### src/rtl/fully_connected.sv
// Fully connected layer: one neuron at a time, sum_k x[k]*w[n][k] plus bias, Q-format result.
// Latency: INPUT_SIZE+3 cycles per neuron (CLEAR..STORE) with valids high; result strobe the cycle after STORE.
// Backpressure: ACCUM stalls while input_valid or weight_valid is low, BIAS stalls while weight_valid is low.
module fully_connected #(
    parameter int INPUT_SIZE  = 30720,
    parameter int OUTPUT_SIZE = 10,
    parameter int FRAC_BITS   = 8,
    localparam int IW = (INPUT_SIZE > 1) ? $clog2(INPUT_SIZE) : 1,
    localparam int WW = (OUTPUT_SIZE * (INPUT_SIZE + 1) > 1) ? $clog2(OUTPUT_SIZE * (INPUT_SIZE + 1)) : 1,
    localparam int NW = (OUTPUT_SIZE > 1) ? $clog2(OUTPUT_SIZE) : 1
) (
    input  logic                 clk,
    input  logic                 reset,
    input  logic                 enable,
    input  logic signed [15:0]   input_data,
    output logic [IW-1:0]        input_addr,
    input  logic                 input_valid,
    input  logic signed [15:0]   weight_data,
    output logic [WW-1:0]        weight_addr,
    input  logic                 weight_valid,
    output logic signed [15:0]   fc_output,
    output logic [NW-1:0]        output_addr,
    output logic                 output_valid,
    output logic                 fc_done
);

    // Accumulator is wide enough to sum INPUT_SIZE full products plus the bias without overflow.
    localparam int AW = 32 + $clog2(INPUT_SIZE) + 1;
    localparam logic signed [AW-1:0] SAT_MAX = AW'(32767);
    localparam logic signed [AW-1:0] SAT_MIN = -AW'(32768);

    typedef enum logic [2:0] {
        IDLE  = 3'd0,
        CLEAR = 3'd1,
        ACCUM = 3'd2,
        BIAS  = 3'd3,
        STORE = 3'd4,
        DONE  = 3'd5
    } state_t;

    state_t                state_q;
    state_t                state_d;
    logic [NW-1:0]         n;
    logic signed [AW-1:0]  acc;
    logic signed [31:0]    prod;
    logic signed [AW-1:0]  prod_ext;
    logic signed [AW-1:0]  bias_ext;
    logic signed [AW-1:0]  shifted;
    logic                  consume;
    logic                  k_last;
    logic                  n_last;

    // The element index k is carried by input_addr itself; both always move together.
    assign consume  = input_valid & weight_valid;
    assign k_last   = (input_addr == IW'(INPUT_SIZE - 1));
    assign n_last   = (n == NW'(OUTPUT_SIZE - 1));
    assign prod     = input_data * weight_data;
    assign prod_ext = $signed({{(AW - 32){prod[31]}}, prod});
    assign bias_ext = $signed({{(AW - 16){weight_data[15]}}, weight_data}) <<< FRAC_BITS;
    assign shifted  = acc >>> FRAC_BITS;

    // State register with synchronous reset.
    always_ff @(posedge clk) begin
        if (reset) begin
            state_q <= IDLE;
        end else begin
            state_q <= state_d;
        end
    end

    // Next-state logic; enable only matters in IDLE.
    always_comb begin
        state_d = state_q;
        case (state_q)
            IDLE:    if (enable) state_d = CLEAR;
            CLEAR:   state_d = ACCUM;
            ACCUM:   if (consume && k_last) state_d = BIAS;
            BIAS:    if (weight_valid) state_d = STORE;
            STORE:   state_d = n_last ? DONE : CLEAR;
            DONE:    state_d = IDLE;
            default: state_d = IDLE;
        endcase
    end

    // Datapath: addresses, accumulation, saturating result register and strobes.
    always_ff @(posedge clk) begin
        if (reset) begin
            n            <= '0;
            acc          <= '0;
            input_addr   <= '0;
            weight_addr  <= '0;
            fc_output    <= '0;
            output_addr  <= '0;
            output_valid <= 1'b0;
            fc_done      <= 1'b0;
        end else begin
            output_valid <= 1'b0;
            fc_done      <= 1'b0;
            case (state_q)
                CLEAR: begin
                    acc         <= '0;
                    input_addr  <= '0;
                    weight_addr <= WW'(n * (INPUT_SIZE + 1));
                end
                ACCUM: begin
                    if (consume) begin
                        acc <= acc + prod_ext;
                        // On the last element this step lands exactly on the bias word.
                        weight_addr <= weight_addr + WW'(1);
                        if (!k_last) begin
                            input_addr <= input_addr + IW'(1);
                        end
                    end
                end
                BIAS: begin
                    if (weight_valid) begin
                        acc <= acc + bias_ext;
                    end
                end
                STORE: begin
                    if (shifted > SAT_MAX) begin
                        fc_output <= 16'sh7FFF;
                    end else if (shifted < SAT_MIN) begin
                        fc_output <= -16'sh8000;
                    end else begin
                        fc_output <= shifted[15:0];
                    end
                    output_addr  <= n;
                    output_valid <= 1'b1;
                    if (n_last) begin
                        fc_done <= 1'b1;
                    end else begin
                        n <= n + NW'(1);
                    end
                end
                DONE: begin
                    n <= '0;
                end
                default: begin
                end
            endcase
        end
    end

endmodule

### config.mk
export PLATFORM = sky130hd
export DESIGN_NAME = fully_connected
export DESIGN_NICKNAME = d
export VERILOG_FILES = /design/src/rtl/fully_connected.sv
export SDC_FILE = /design/constraint.sdc
export NUM_CORES = 1
export LEC_CHECK = 0
export CAP_MARGIN = 20
export CORE_MARGIN = 2
export CORE_UTILIZATION = 62
export DETAILED_ROUTE_END_ITERATION = 8
export DONT_BUFFER_PORTS = 1
export PLACE_DENSITY_LB_ADDON = 0.12
export SYNTH_ARGS = -nofsm -noshare
export SYNTH_HDL_FRONTEND = slang
export SYNTH_SLANG_ARGS = --single-unit
export TNS_END_PERCENT = 1
### constraint.sdc
create_clock -name clk -period 12.15 [get_ports clk]
set_clock_uncertainty 0.1 [all_clocks]
set_input_delay 2.43 -clock clk [delete_from_list [all_inputs] [get_ports clk]]
set_output_delay 2.43 -clock clk [all_outputs]
set_load 0.01 [all_outputs]
==> results.cfg, run 1 <==
[sta]
min_period_ns = 9.45
layout_setup_ws_ns = 2.70
setup_viol = 0
drv_slew = 0
hold_viol = 0
fin_crit_sh_pct = 77.8
worst_pin_slew_ns = 1.01
rsz0062_at_grt = false
fin_tns_setup_ns = 0
slew_headroom_pct = 32.5
fmax_mhz = 106

[clocking]
path_clk_slew_ns = 0.08
postCtsSetupBuffers = 0
clock_latency_ns = 0.37
cts_resized = 0
numClockSinks = 111
cts_tree = built
numCtsBuffers = 9
holdBufCountCts = 0
root_buffer = clkbuf_16
clock_path_buffers = 2
htree_levels = 3

[routing]
num_vias = 17100
routed_wl_um = 54400
drc = 0
wire_per_inst_um = 18.8
vias_per_cell = 5.90
drt_iter0_markers = 1170
ant_nets = 0
first_pass_iters = 5

[critical_path]
critPathMaxFanout = 18
path_class = input pin to register
crit_top_cell = inv_1
crit_chain = nand2_1 -> inv_1 -> fa_2 -> inv_1 -> fa_1 -> fa_1 -> fa_1 -> inv_1 -> fa_1 -> inv_1 -> fa_1 -> inv_1 -> ha_1 -> a21o_1 -> a211oi_1 -> inv_1 -> or4b_2 -> o21ai_0 -> nor3_1 -> a311o_1
slowest_delay_ns = 0.95
worstSetupEndpointType = register
cp_data_required_time_ns = 12.31
slowest_stage = fa_1
critical_path.top_delay_family = adder cells
path_buf_inv = 6
cp-start-kind = input pin
arrival_ns = 9.61

[logic_synthesis]
syn_area_sq_um = 21400
ys_ff_latch = 111
seq_area_frac_synth_pct = 10.4
synth_flop_cell = dfxtp_1
yosys.cell_types.count = 80
ys_warn_count = 0
synth_common_cells = inv_1, fa_1, nand2_1
yosysMostFrequentCell = inv_1
synth_area_leaders = fa_1, ha_1, dfxtp_1
async_flop_share_pct = 0
yosys.area.top_type = fa_1
synth_cells = 2509
avgSynthCellArea_sq_um = 8.52
syn-num-nets = 3097
synth_edf_count = 0
yosys.area.top_type_share_pct = 34.4

[global_routing]
busiest_layer = met2
grt_pass1_vias = 17700
grtUsageMet1_pct = 43.6
grt-ovfl-total = 0
grt_pass1_wl_um = 91000
use_met2_pct = 53.1
grt_use_met3_pct = 4.06
track_usage_pct = 31.9
antenna_found_initial = 0
grt_max_degree = 51

[die]
die_w_um = 190
rows = 68
ios = 93
core_sq_um = 34300
initial_core_util_pct = 62.4
die_area_sq_um = 36000
die_h_um = 190

[placement]
place.gp.congestion = 0.945
placed_cell_area_sq_um = 21700
place_inst = 2874
port_buffers = 0
post-dp-hpwl_um = 44800
pre_cts_ws_ns = 2.27

[flow_run]
cap_violations = 0

[final_layout]
diodes = 0
area_growth_pct = 3.02
design_area_sq_um = 22000
fill_cells = 3002
multi_input_area_sq_um = 17000
final_cells = 2893
ff_latch_area_sq_um = 2220
final_nets = 3021
drive_gt1_share_pct = 2.71

[min_path]
hp-class = register to register

[outcome]
status = complete, no violations
[metrics by stage]
step	hold slack [ns]	utilization (%)
final	0.368	64.3
after detailed placement	0.354	63.2
after floorplan	0.336	-
after global routing	0.385	64.3
after CTS	0.365	64.1
after global placement	0.340	63.2
[cell type report]
type / count / area share [%]
Sequential cell: 111 / 10.1
Timing Repair Buffer: 12 / 0.551
Tap cell: 455 / 2.58
Clock inverter: 7 / 0.352
Clock buffer: 9 / 1.02
Multi-Input combinational cell: 1827 / 77.4
Inverter: 472 / 8.04
[final timing paths]
kind	startpoint	end	slack, ns	depth (start not counted)
min	acc[0]$_SDFFE_PP0P_	acc[0]$_SDFFE_PP0P_	0.37	2
min reg2reg	acc[0]$_SDFFE_PP0P_	acc[0]$_SDFFE_PP0P_	0.37	2
max reg2reg	acc[15]$_SDFFE_PP0P_	acc[41]$_SDFFE_PP0P_	5.95	19
max	weight_data[1]	acc[47]$_SDFFE_PP0P_	2.70	20
[cell usage in the layout (no fill, tap or decap), drive strengths merged, types with 8 or more instances in the layout]
cell type | synthesis | final
a211oi | 18 | 18
a21o | 51 | 51
a21oi | 146 | 146
a221oi | 19 | 19
a22oi | 9 | 9
a31oi | 18 | 18
and2 | 137 | 137
and3 | 23 | 23
buf | 12 | 12
clkbuf | 87 | 9
dfxtp | 111 | 111
fa | 367 | 367
ha | 184 | 184
inv | 471 | 474
nand2 | 232 | 232
nand2b | 10 | 10
nand3 | 43 | 43
nand4 | 27 | 27
nor2 | 134 | 134
nor2b | 9 | 9
nor3 | 40 | 40
nor4 | 9 | 9
o211ai | 14 | 14
o21a | 8 | 8
o21ai | 109 | 109
o21bai | 9 | 9
or2 | 10 | 10
or3 | 8 | 8
xnor2 | 55 | 55
xor2 | 44 | 44
[state kept, by name, indices dropped and copies added (netlist names)]
signal and cells:
input_addr 15, state_q 3, fc_output 16, output_addr 4
fc_done 1, acc 48, output_valid 1, n 4
weight_addr 19
[per-layer routing]
layer / vias up / wire length (um)
met2: 481 / 26100
met4: 0 / 1570
met3: 93 / 3120
li1: 7948 / -
met1: 8549 / 23700
met5: - / 0
[worst reg2reg max path, delay by kind of cell, from the launching register on]
kind / cells / cell delay [ns]
DFF: 1 / 0.40
AOI/OAI and AO/OA: 4 / 0.78
adders and majority gates: 6 / 2.95
and+or+nand+nor: 5 / 1.59
buffers and inverters: 4 / 0.30
[kinds of logic after synthesis]
logic type | synth area share [%]
xor gates and xnor gates | 4.05
adders and majority gates | 45.1
buffers and inverters | 10.1
and+or+nand+nor | 16.1
AOI/OAI and AO/OA | 14.0
muxes | 0.328
DFF | 10.4
Power of run 1 is left out: the tool's default activity adds up to more than one toggle a clock period on the data nets, which glitch-free logic cannot reach.
==> run 2, diff against run 1 <==
==> constraint.sdc (replaced) <==
create_clock -name clk -period 9.21 [get_ports clk]
set_clock_uncertainty 0.1 [all_clocks]
set_input_delay 1.842 -clock clk [delete_from_list [all_inputs] [get_ports clk]]
set_output_delay 1.842 -clock clk [all_outputs]
set_load 0.01 [all_outputs]
==> results.cfg, run 2 (synthesis gave the netlist of run 1 again) <==
[critical_path]
arrival_ns = 8.62
r2r_end = acc[41]$_SDFFE_PP0P_
critPathMaxFanout = 26
cp_data_required_time_ns = 9.40
cp-start-kind = input pin
worst-r2r-cell-count = 19
r2r-start = acc[15]$_SDFFE_PP0P_
worstSetupEndpointType = register
r2r_slack_ns = 3.18
path_class = input pin to register

[final_layout]
drive_gt1_share_pct = 3.03
reg.largest.list = acc x48, weight_addr x19, fc_output x16
fill_cells = 2985
layout_commonest_cell = inv_1
final_cell_mix = inv_1, fa_1, nand2_1
fin_util_pct = 64.4
area_growth_pct = 3.18
diodes = 0
final_nets = 3029
design_area_sq_um = 22100
regMostFlops = acc
largest_register_ffs = 48

[routing]
vias_per_cell = 5.89
num_vias = 17100
routed_wl_um = 54700
drt_iter0_markers = 1071
first_pass_iters = 5
ant_nets = 0
wire_per_inst_um = 18.8
drc = 0

[placement]
port_buffers = 0
post-dp-hpwl_um = 45000
place.gp.congestion = 0.944
placed_cell_area_sq_um = 21700

[min_path]
min_path_cells = 2
hp-class = register to register
hold_path_end = acc[0]$_SDFFE_PP0P_
min_from = acc[0]$_SDFFE_PP0P_

[die]
rows = 68
die_w_um = 190
die_area_sq_um = 36000
core_sq_um = 34300
die_h_um = 190
ios = 93
initial_core_util_pct = 62.4

[flow_run]
cap_violations = 0

[sta]
setup_viol = 0
hold_viol = 0
worst_pin_slew_ns = 0.713
drv_slew = 0
fin_tns_setup_ns = 0
hold_ws_ns = 0.362
slew_headroom_pct = 52.4
rsz0062_at_grt = false
fin_crit_sh_pct = 91.5
fmax_mhz = 119
min_period_ns = 8.43

[clocking]
path_clk_slew_ns = 0.08
clock_path_buffers = 2
root_buffer = clkbuf_16
postCtsSetupBuffers = 0
holdBufCountCts = 0
numClockSinks = 111
cts_tree = built
cts_resized = 0
numCtsBuffers = 9
clock_latency_ns = 0.37
htree_levels = 3

[outcome]
status = complete, no violations

[global_routing]
track_usage_pct = 31.7
grt_pass1_wl_um = 90900
grt_max_degree = 51
antenna_found_initial = 0
grt_pass1_vias = 17400
grt-ovfl-total = 0
[run 2: cell count changes in the layout (fill, tap and decap cells not counted), sizes merged]
cell	delta
buf	+8
clkinv	+1
inv	-1
[run 2: how the worst max path moves through the flow]
stage               slack (ns)                    to  cells past startpoint       startpoint
detailed placement        0.42  acc[47]$_SDFFE_PP0P_                     20   weight_data[1]
global placement          0.52  acc[47]$_SDFFE_PP0P_                     20   weight_data[1]
floorplan                 0.34  acc[47]$_SDFFE_PP0P_                     21   weight_data[1]
CTS                       0.78  acc[47]$_SDFFE_PP0P_                     20   weight_data[1]
global route              0.26  acc[47]$_SDFFE_PP0P_                     20   weight_data[1]
finish                    0.78  acc[41]$_SDFFE_PP0P_                     22  weight_data[15]
[run 2: routing by layer]
layer | part of all wire, % | vias up | track usage (%)
met5 | 0 | - | 0
met4 | 2.9 | 0 | 9.66
met3 | 5.9 | 89 | 3.52
met2 | 48 | 551 | 53.5
met1 | 43 | 8485 | 43.4
li1 | - | 7958 | -
[run 2: per-stage QoR]
step / std cells / setup WS (ns)
after floorplan: 2509 / 0.340
after global placement: 2882 / 0.520
after detailed placement: 2882 / 0.421
after CTS: 2898 / 0.782
after global routing: 2901 / 0.263
final: 2901 / 0.780
[run 2: final cells by class]
type / count / area, sq um / area share [%]
multi-input cells: 1827 / 17000 / 77.2
flip-flops and latches: 111 / 2220 / 10.1
inverters: 472 / 1770 / 8.03
well taps: 455 / 569 / 2.58
clock buffers: 9 / 225 / 1.02
repair buffers: 20 / 158 / 0.714
clock inverters: 7 / 76.3 / 0.346
[run 2: worst max-delay path, cell delays in order]
cell and delay, ns:
clkinv_1 0.43, buf_4 0.39, nor2_1 0.19, fa_1 0.46, inv_1 0.09, fa_1 0.44
fa_1 0.52, inv_1 0.06, fa_1 0.50, fa_1 0.54, inv_1 0.05, fa_1 0.52
inv_1 0.04, ha_1 0.39, a21o_1 0.21, a21o_1 0.18, a21oi_1 0.21, or4b_4 0.54
and3_4 0.22, o211a_1 0.23, or4_1 0.47, o211ai_1 0.09
Power of run 2 is left out for the same reason.
